**src/rtl/my_pkg.sv**
```systemverilog
// rtl/my_pkg.sv - shared register offsets and receive FSM state type for uart_rx
package my_pkg;

  localparam logic [3:0] UART_RX_DATA   = 4'h0;
  localparam logic [3:0] UART_RX_STATUS = 4'h4;
  localparam logic [3:0] UART_RX_DIV    = 4'h8;
  localparam logic [3:0] UART_RX_CTRL   = 4'hC;

  typedef enum logic [2:0] {
    IDLE   = 3'd0,
    START  = 3'd1,
    DATA   = 3'd2,
    PARITY = 3'd3,
    STOP   = 3'd4
  } uart_rx_state_t;

endpackage

```
**src/rtl/uart_rx_fifo.sv**
```systemverilog
// rtl/uart_rx_fifo.sv - byte FIFO with wrap-around pointers for the UART receiver
module uart_rx_fifo #(
  parameter int DEPTH = 4
) (
  input  logic       clk,
  input  logic       reset,
  input  logic       push,
  input  logic       pop,
  input  logic [7:0] din,
  output logic       full,
  output logic       empty,
  output logic [7:0] head
);

  localparam int AW = $clog2(DEPTH);

  logic [7:0]  mem [DEPTH];
  logic [AW:0] wr_ptr;
  logic [AW:0] rd_ptr;
  logic        do_pop;
  logic        do_push;

  // The extra pointer bit tells a full buffer apart from an empty one
  assign empty   = (wr_ptr == rd_ptr);
  assign full    = (wr_ptr[AW] != rd_ptr[AW]) && (wr_ptr[AW-1:0] == rd_ptr[AW-1:0]);
  assign do_pop  = pop & ~empty;
  // A pop in the same cycle frees a slot, so a push while full is still taken
  assign do_push = push & (~full | do_pop);
  assign head    = mem[rd_ptr[AW-1:0]];

  // Pointer advance on accepted push/pop
  always_ff @(posedge clk or negedge reset) begin
    if (!reset) begin
      wr_ptr <= '0;
      rd_ptr <= '0;
    end else begin
      if (do_push) wr_ptr <= wr_ptr + 1'b1;
      if (do_pop)  rd_ptr <= rd_ptr + 1'b1;
    end
  end

  // Storage write; contents need no reset since the pointers guard them
  always_ff @(posedge clk) begin
    if (do_push) mem[wr_ptr[AW-1:0]] <= din;
  end

endmodule

```
**src/rtl/uart_rx.sv**
```systemverilog
// rtl/uart_rx.sv - memory-mapped UART receiver (8N1, even parity with UART_RX_PARITY_EN)
module uart_rx
  import my_pkg::*;
#(
  parameter int FIFO_DEPTH  = 4,
  parameter int DEFAULT_DIV = 434
) (
  input  logic        clk,
  input  logic        reset,
  input  logic        enable_i,
  input  logic [3:0]  write_enable_i,
  input  logic [3:0]  addr_i,
  input  logic [31:0] data_i,
  output logic [31:0] data_o,
  input  logic        rx_i,
  output logic        irq_o
);

  logic           rx_s1, rx_s2, rx_prev;
  uart_rx_state_t state;
  logic [15:0]    cnt, div_w, div_reg, div_next;
  logic [2:0]     bit_cnt;
  logic [7:0]     sh;
  logic           par_bad;
  logic           rx_en, irq_en;
  logic           overrun, frame_err, parity_err;
  logic           fifo_full, fifo_empty;
  logic [7:0]     fifo_head;
  logic           tick, stop_tick, push, pop, ovr_evt, frame_evt, par_evt;
  logic           bus_rd, bus_wr, w1c;
  logic [1:0]     reg_sel;
  logic [31:0]    rd_mux;
  logic           unused_bits;

  assign unused_bits = ^{data_i[31:16], addr_i[1:0]};

  assign reg_sel = addr_i[3:2];
  assign bus_rd  = enable_i & (write_enable_i == 4'b0000);
  assign bus_wr  = enable_i & (write_enable_i != 4'b0000);
  assign w1c     = bus_wr & (reg_sel == UART_RX_STATUS[3:2]) & write_enable_i[0];

  // Event decode from registered FSM state and the synchronized line
  assign tick      = (cnt == 16'd1);
  assign stop_tick = rx_en & (state == STOP) & tick;
  assign push      = stop_tick & rx_s2 & ~par_bad;
  assign frame_evt = stop_tick & ~rx_s2;
  assign pop       = bus_rd & (reg_sel == UART_RX_DATA[3:2]) & ~fifo_empty;
  assign ovr_evt   = push & fifo_full & ~pop;
`ifdef UART_RX_PARITY_EN
  assign par_evt   = rx_en & (state == PARITY) & tick & (rx_s2 != ^sh);
`else
  assign par_evt   = 1'b0;
`endif

  // Two-flop synchronizer plus one delay stage for falling-edge detection
  always_ff @(posedge clk or negedge reset) begin
    if (!reset) begin
      rx_s1   <= 1'b1;
      rx_s2   <= 1'b1;
      rx_prev <= 1'b1;
    end else begin
      rx_s1   <= rx_i;
      rx_s2   <= rx_s1;
      rx_prev <= rx_s2;
    end
  end

  // Receive FSM with baud counter; a count of 1 marks the sample point
  always_ff @(posedge clk or negedge reset) begin
    if (!reset) begin
      state   <= IDLE;
      cnt     <= '0;
      div_w   <= '0;
      bit_cnt <= '0;
      sh      <= '0;
      par_bad <= 1'b0;
    end else if (!rx_en) begin
      state <= IDLE;
    end else begin
      case (state)
        IDLE: begin
          if (rx_prev & ~rx_s2) begin
            div_w <= div_reg;
            cnt   <= div_reg >> 1;
            state <= START;
          end
        end
        START: begin
          if (tick) begin
            if (rx_s2) begin
              state <= IDLE;
            end else begin
              cnt     <= div_w;
              bit_cnt <= '0;
              par_bad <= 1'b0;
              state   <= DATA;
            end
          end else begin
            cnt <= cnt - 16'd1;
          end
        end
        DATA: begin
          if (tick) begin
            sh      <= {rx_s2, sh[7:1]};
            cnt     <= div_w;
            bit_cnt <= bit_cnt + 3'd1;
            if (bit_cnt == 3'd7) begin
`ifdef UART_RX_PARITY_EN
              state <= PARITY;
`else
              state <= STOP;
`endif
            end
          end else begin
            cnt <= cnt - 16'd1;
          end
        end
`ifdef UART_RX_PARITY_EN
        PARITY: begin
          if (tick) begin
            par_bad <= (rx_s2 != ^sh);
            cnt     <= div_w;
            state   <= STOP;
          end else begin
            cnt <= cnt - 16'd1;
          end
        end
`endif
        STOP: begin
          // Leave at mid stop bit so the next start edge is not missed
          if (tick) state <= IDLE;
          else      cnt   <= cnt - 16'd1;
        end
        default: state <= IDLE;
      endcase
    end
  end

  // Divisor write merge with lane strobes, clamped to the minimum of 2
  always_comb begin
    div_next = div_reg;
    if (write_enable_i[0]) div_next[7:0]  = data_i[7:0];
    if (write_enable_i[1]) div_next[15:8] = data_i[15:8];
    if (div_next < 16'd2)  div_next       = 16'd2;
  end

  // Read data mux; an empty FIFO reads as zero
  always_comb begin
    rd_mux = '0;
    case (reg_sel)
      2'd0:    rd_mux = {24'd0, fifo_empty ? 8'd0 : fifo_head};
      2'd1:    rd_mux = {27'd0, parity_err, frame_err, overrun, fifo_full, ~fifo_empty};
      2'd2:    rd_mux = {16'd0, div_reg};
      default: rd_mux = {30'd0, irq_en, rx_en};
    endcase
  end

  // Register file, sticky flags (set beats W1C), read data and interrupt
  always_ff @(posedge clk or negedge reset) begin
    if (!reset) begin
      div_reg   <= 16'(DEFAULT_DIV);
      rx_en     <= 1'b0;
      irq_en    <= 1'b0;
      overrun   <= 1'b0;
      frame_err <= 1'b0;
      data_o    <= '0;
      irq_o     <= 1'b0;
    end else begin
      if (bus_wr && reg_sel == UART_RX_DIV[3:2] && (write_enable_i[1:0] != 2'b00))
        div_reg <= div_next;
      if (bus_wr && reg_sel == UART_RX_CTRL[3:2] && write_enable_i[0])
        {irq_en, rx_en} <= data_i[1:0];
      overrun   <= ovr_evt   | (overrun   & ~(w1c & data_i[2]));
      frame_err <= frame_evt | (frame_err & ~(w1c & data_i[3]));
      if (bus_rd) data_o <= rd_mux;
      irq_o <= irq_en & (~fifo_empty | overrun | frame_err | parity_err);
    end
  end

`ifdef UART_RX_PARITY_EN
  // Parity error flag, present only in parity builds
  always_ff @(posedge clk or negedge reset) begin
    if (!reset) parity_err <= 1'b0;
    else        parity_err <= par_evt | (parity_err & ~(w1c & data_i[4]));
  end
`else
  assign parity_err = par_evt;
`endif

  uart_rx_fifo #(.DEPTH(FIFO_DEPTH)) u_fifo (
    .clk   (clk),
    .reset (reset),
    .push  (push),
    .pop   (pop),
    .din   (sh),
    .full  (fifo_full),
    .empty (fifo_empty),
    .head  (fifo_head)
  );

endmodule

```
**config.mk**
```make
export PLATFORM = sky130hd
export DESIGN_NAME = uart_rx
export DESIGN_NICKNAME = d
export VERILOG_FILES = /design/src/rtl/my_pkg.sv /design/src/rtl/uart_rx_fifo.sv /design/src/rtl/uart_rx.sv
export SDC_FILE = /design/constraint.sdc
export NUM_CORES = 1
export LEC_CHECK = 0
export CAP_MARGIN = 40
export CORE_MARGIN = 5
export CORE_UTILIZATION = 55
export DETAILED_ROUTE_END_ITERATION = 10
export PLACE_DENSITY = 0.91
export SETUP_SLACK_MARGIN = 0.5
export SLEW_MARGIN = 10
export SYNTH_ARGS = -nofsm -noshare
export SYNTH_HDL_FRONTEND = slang
export SYNTH_SLANG_ARGS = --single-unit
```
**constraint.sdc**
```tcl
create_clock -name clk -period 3.6 [get_ports clk]
set_clock_uncertainty 0.15 [all_clocks]
set_input_delay 0.72 -clock clk [delete_from_list [all_inputs] [get_ports clk]]
set_output_delay 0.72 -clock clk [all_outputs]
set_load 0.005 [all_outputs]
```
==> summary.txt <==
Route
  • Detail Route Antenna Nets: 0
  • Via count: 4,493
  • WL per Instance: 22.1 µm
  • Wirelength, routed: 15,300 µm
  • DR vias/cell: 6.50
  • DRC viols: 0
  • DR iter-0 viols: 672
  • DRT Pass-1 Iters: 8

Worst hold path
  • Hold depth: 0
  • Worst Hold End: rx_s2
  • Min-delay src: rx_s1
  • Hold crit path type: flop to flop

Run status
  • Status: finished, final reports clean

Global route
  • First-pass GRT wire length: 24,400 µm
  • Number of global-route vias before repair: 4,532
  • GRT Residual Overflow: 0
  • Largest net degree at the start of global routing: 68
  • Tot GR Track Use: 0.246
  • Initial antenna violation count: 0

Yosys
  • Sequential-to-total area share from yosys stat: 0.555
  • Largest cells by area after synthesis: dfrtp_1, edfxtp_1, mux2_2, dfstp_2, mux4_2
  • Asr flop ratio synth: 0.742
  • Mapped Avg Cell Area: 12.2 µm²
  • Synth cell types: 64
  • Largest area contributor in the netlist: dfrtp_1
  • Count of state elements after synthesis: 124
  • Post-synth top flop: dfrtp_1
  • Synth Warn #: 0
  • Mapped Area: 5900 µm²
  • Post-Syn Instances: 484
  • Post-synth EDFFs: 32
  • Post-synth top area share: 0.356

Clock network
  • Number of CTS-inserted buffers: 17
  • Post-CTS resize count: 0
  • Post-CTS Hold Buffers: 1
  • Post-CTS setup buffer count: 0
  • Sink Count: 124
  • Root Buffer: clkbuf_8
  • Clk buf depth: 2
  • Clk_lat worst skew: 0.52 ns
  • Worst-path clk slew: 0.06 ns
  • CTS tree: built
  • H-tree level count: 4

Critical path
  • Worst r2r src: u_fifo.rd_ptr[1]
  • Reg2Reg Setup Slack: 0.74 ns
  • Crit-path max FO: 8
  • CP startpoint kind: primary input
  • Critical Path Max Stage Delay: 0.50 ns
  • Ordered list of cells on the worst path: clkdlybuf4s50_1 > nor4_4 > nand2_2 > or4_1 > a2111oi_4 > and2_1
  • Critical path type: primary input to flop
  • Worst setup EP type: flop
  • Crit path max-delay cell type: or4_1
  • Reg2reg end: u_fifo.mem[1][0]
  • CP Data Required Time: 3.63 ns
  • R2R cell count: 6
  • Worst Path Arrival: 3.02 ns

Floorplanning
  • IO Pins: 77
  • Rows: 37
  • Chip height: 114 µm
  • Total die area: 12,900 µm²
  • Area of the core: 10,400 µm²
  • Starting Density: 0.569
  • Die Wd: 114 µm

Run
  • Maxcap violations: 0

Cells and area
  • Ant. Diodes: 0
  • Max reg flops: 32
  • Area growth syn-to-layout: 19.1%
  • Final core occ: 0.677
  • Most frequent cells in the layout: dfrtp_1, mux2_2, clkdlybuf4s50_1
  • Area of the multi-input gates: 2430 µm²
  • Register area: 3270 µm²
  • Fill cells: 655
  • Post-route cell area: 7030 µm²
  • Layout cell share with drive strength beyond 1: 0.213
  • Most common cell after layout, fill and taps aside: dfrtp_1
  • Post-layout nets: 595

Pwr
  • Tot Pwr: 4.24 mW
  • Internal Pwr Total: 2.93 mW
  • Logic gate share of total power: 0.174
  • Net Switching: 1.31 mW
  • Max VDD drop: 0.418 mV
  • Sw frac: 0.310
  • Clock power frac: 0.362
  • Register share of total power: 0.464
  • Lkg Pwr: 2.94 nW
  • Power density over cell area: 603 nW/µm²

STA
  • Finish-stage setup viols: 0
  • Post-route clock period utilization: 0.829
  • Slew Viols, Final: 0
  • Fmax: 0.335 GHz
  • Relative slew slack: 0.527
  • Slew @ Worst Pin: 0.705 ns
  • Clock period minus final worst setup slack: 2.98 ns
  • Post-route setup TNS: 0 ns
  • RSZ-0062 raised after global routing: false
  • Hold Violations, Final: 0
  • Final setup margin: 0.615 ns

Placement
  • Hpwl dp: 9950 µm
  • Pre-CTS setup slack: 0.120 ns
  • DP Area: 6480 µm²
  • # port buffers: 42
  • RD Place Congestion: 0.881
## power groups by stage
stage	Combinational, mW	Clock [mW]	Sequential, mW
floorplan	0.511	0	1.87
global placement	0.672	0	1.95
detailed placement	0.716	0	1.96
CTS	0.731	1.54	1.95
global route	0.801	1.61	1.99
finish	0.739	1.53	1.97
## per-layer routing
metal  vias to the layer above  part of all wire  global-route usage
li1                       1924                 -                   -
met1                      2188              0.37               0.299
met2                       312              0.51               0.416
met3                        69             0.085              0.0552
met4                         0             0.036               0.116
met5                         -                 0                   0
## critical path, delay by kind of cell
family,cells,cell delay (ns)
AOI/OAI and AO/OA,1,0.41
buffers and inverters,1,0.48
and+or+nand+nor,4,1.41
## cell families after synthesis
group                    count (synthesis)  share of synthesized area
buffers and inverters                   46                     0.0426
AND/OR/NAND/NOR                        146                      0.131
adder cells (fa/ha/maj)                  9                     0.0191
AO/OA/AOI/OAI                           99                      0.124
XOR/XNOR                                 7                     0.0117
flip-flops                             124                      0.555
other                                    1                   0.000636
multiplexers                            52                      0.116
## synthesized netlist by cell type (3+ instances only)
master     instances
clkbuf_1          15
nand2_1           40
dfrtp_1           84
inv_1              9
nor3_1            12
o31ai_1            5
nand4_1            4
a22oi_1            9
buf_2              3
a221oi_1           6
nor4_1            12
nor2b_1            5
ha_1               9
a221o_1            4
and3_1             5
a21o_1             4
and2_1             5
o2bb2ai_1          7
edfxtp_1          32
a21oi_1           15
dfstp_2            8
o21ai_0           21
or4_1              3
nand3b_1           3
buf_4             18
xnor2_1            4
a22o_1             8
nand2b_1           7
nor2_1            18
a222oi_1           3
mux2_2            41
mux4_2             9
nand3_1           18
## per-stage QoR
step                      hold WS (ns)  std cells
final                            0.204        691
after global placement           0.197        655
after global routing             0.207        691
after floorplan                  0.195        499
after detailed placement         0.197        658
after CTS                        0.205        691
## how the worst max path moves through the flow
stage,start,end,depth (start not counted)
4_1_cts,write_enable_i[1],u_fifo.mem[1][0],6
6_report,write_enable_i[1],u_fifo.mem[1][0],6
2_1_floorplan,write_enable_i[1],u_fifo.mem[0][0],6
3_3_place_gp,write_enable_i[1],u_fifo.mem[1][6],6
5_1_grt,write_enable_i[1],u_fifo.mem[1][0],6
3_5_place_dp,write_enable_i[1],u_fifo.mem[1][6],6
## final cells by class
class / instances / share of cell area
clock buffer: 17 / 0.0589
inverter: 9 / 0.00481
tap: 136 / 0.0242
multi-input combinational: 329 / 0.346
clock inverter: 15 / 0.0167
sequential: 124 / 0.466
timing repair buffer: 61 / 0.0835
Note: power is estimated with default switching activity, not from simulation.
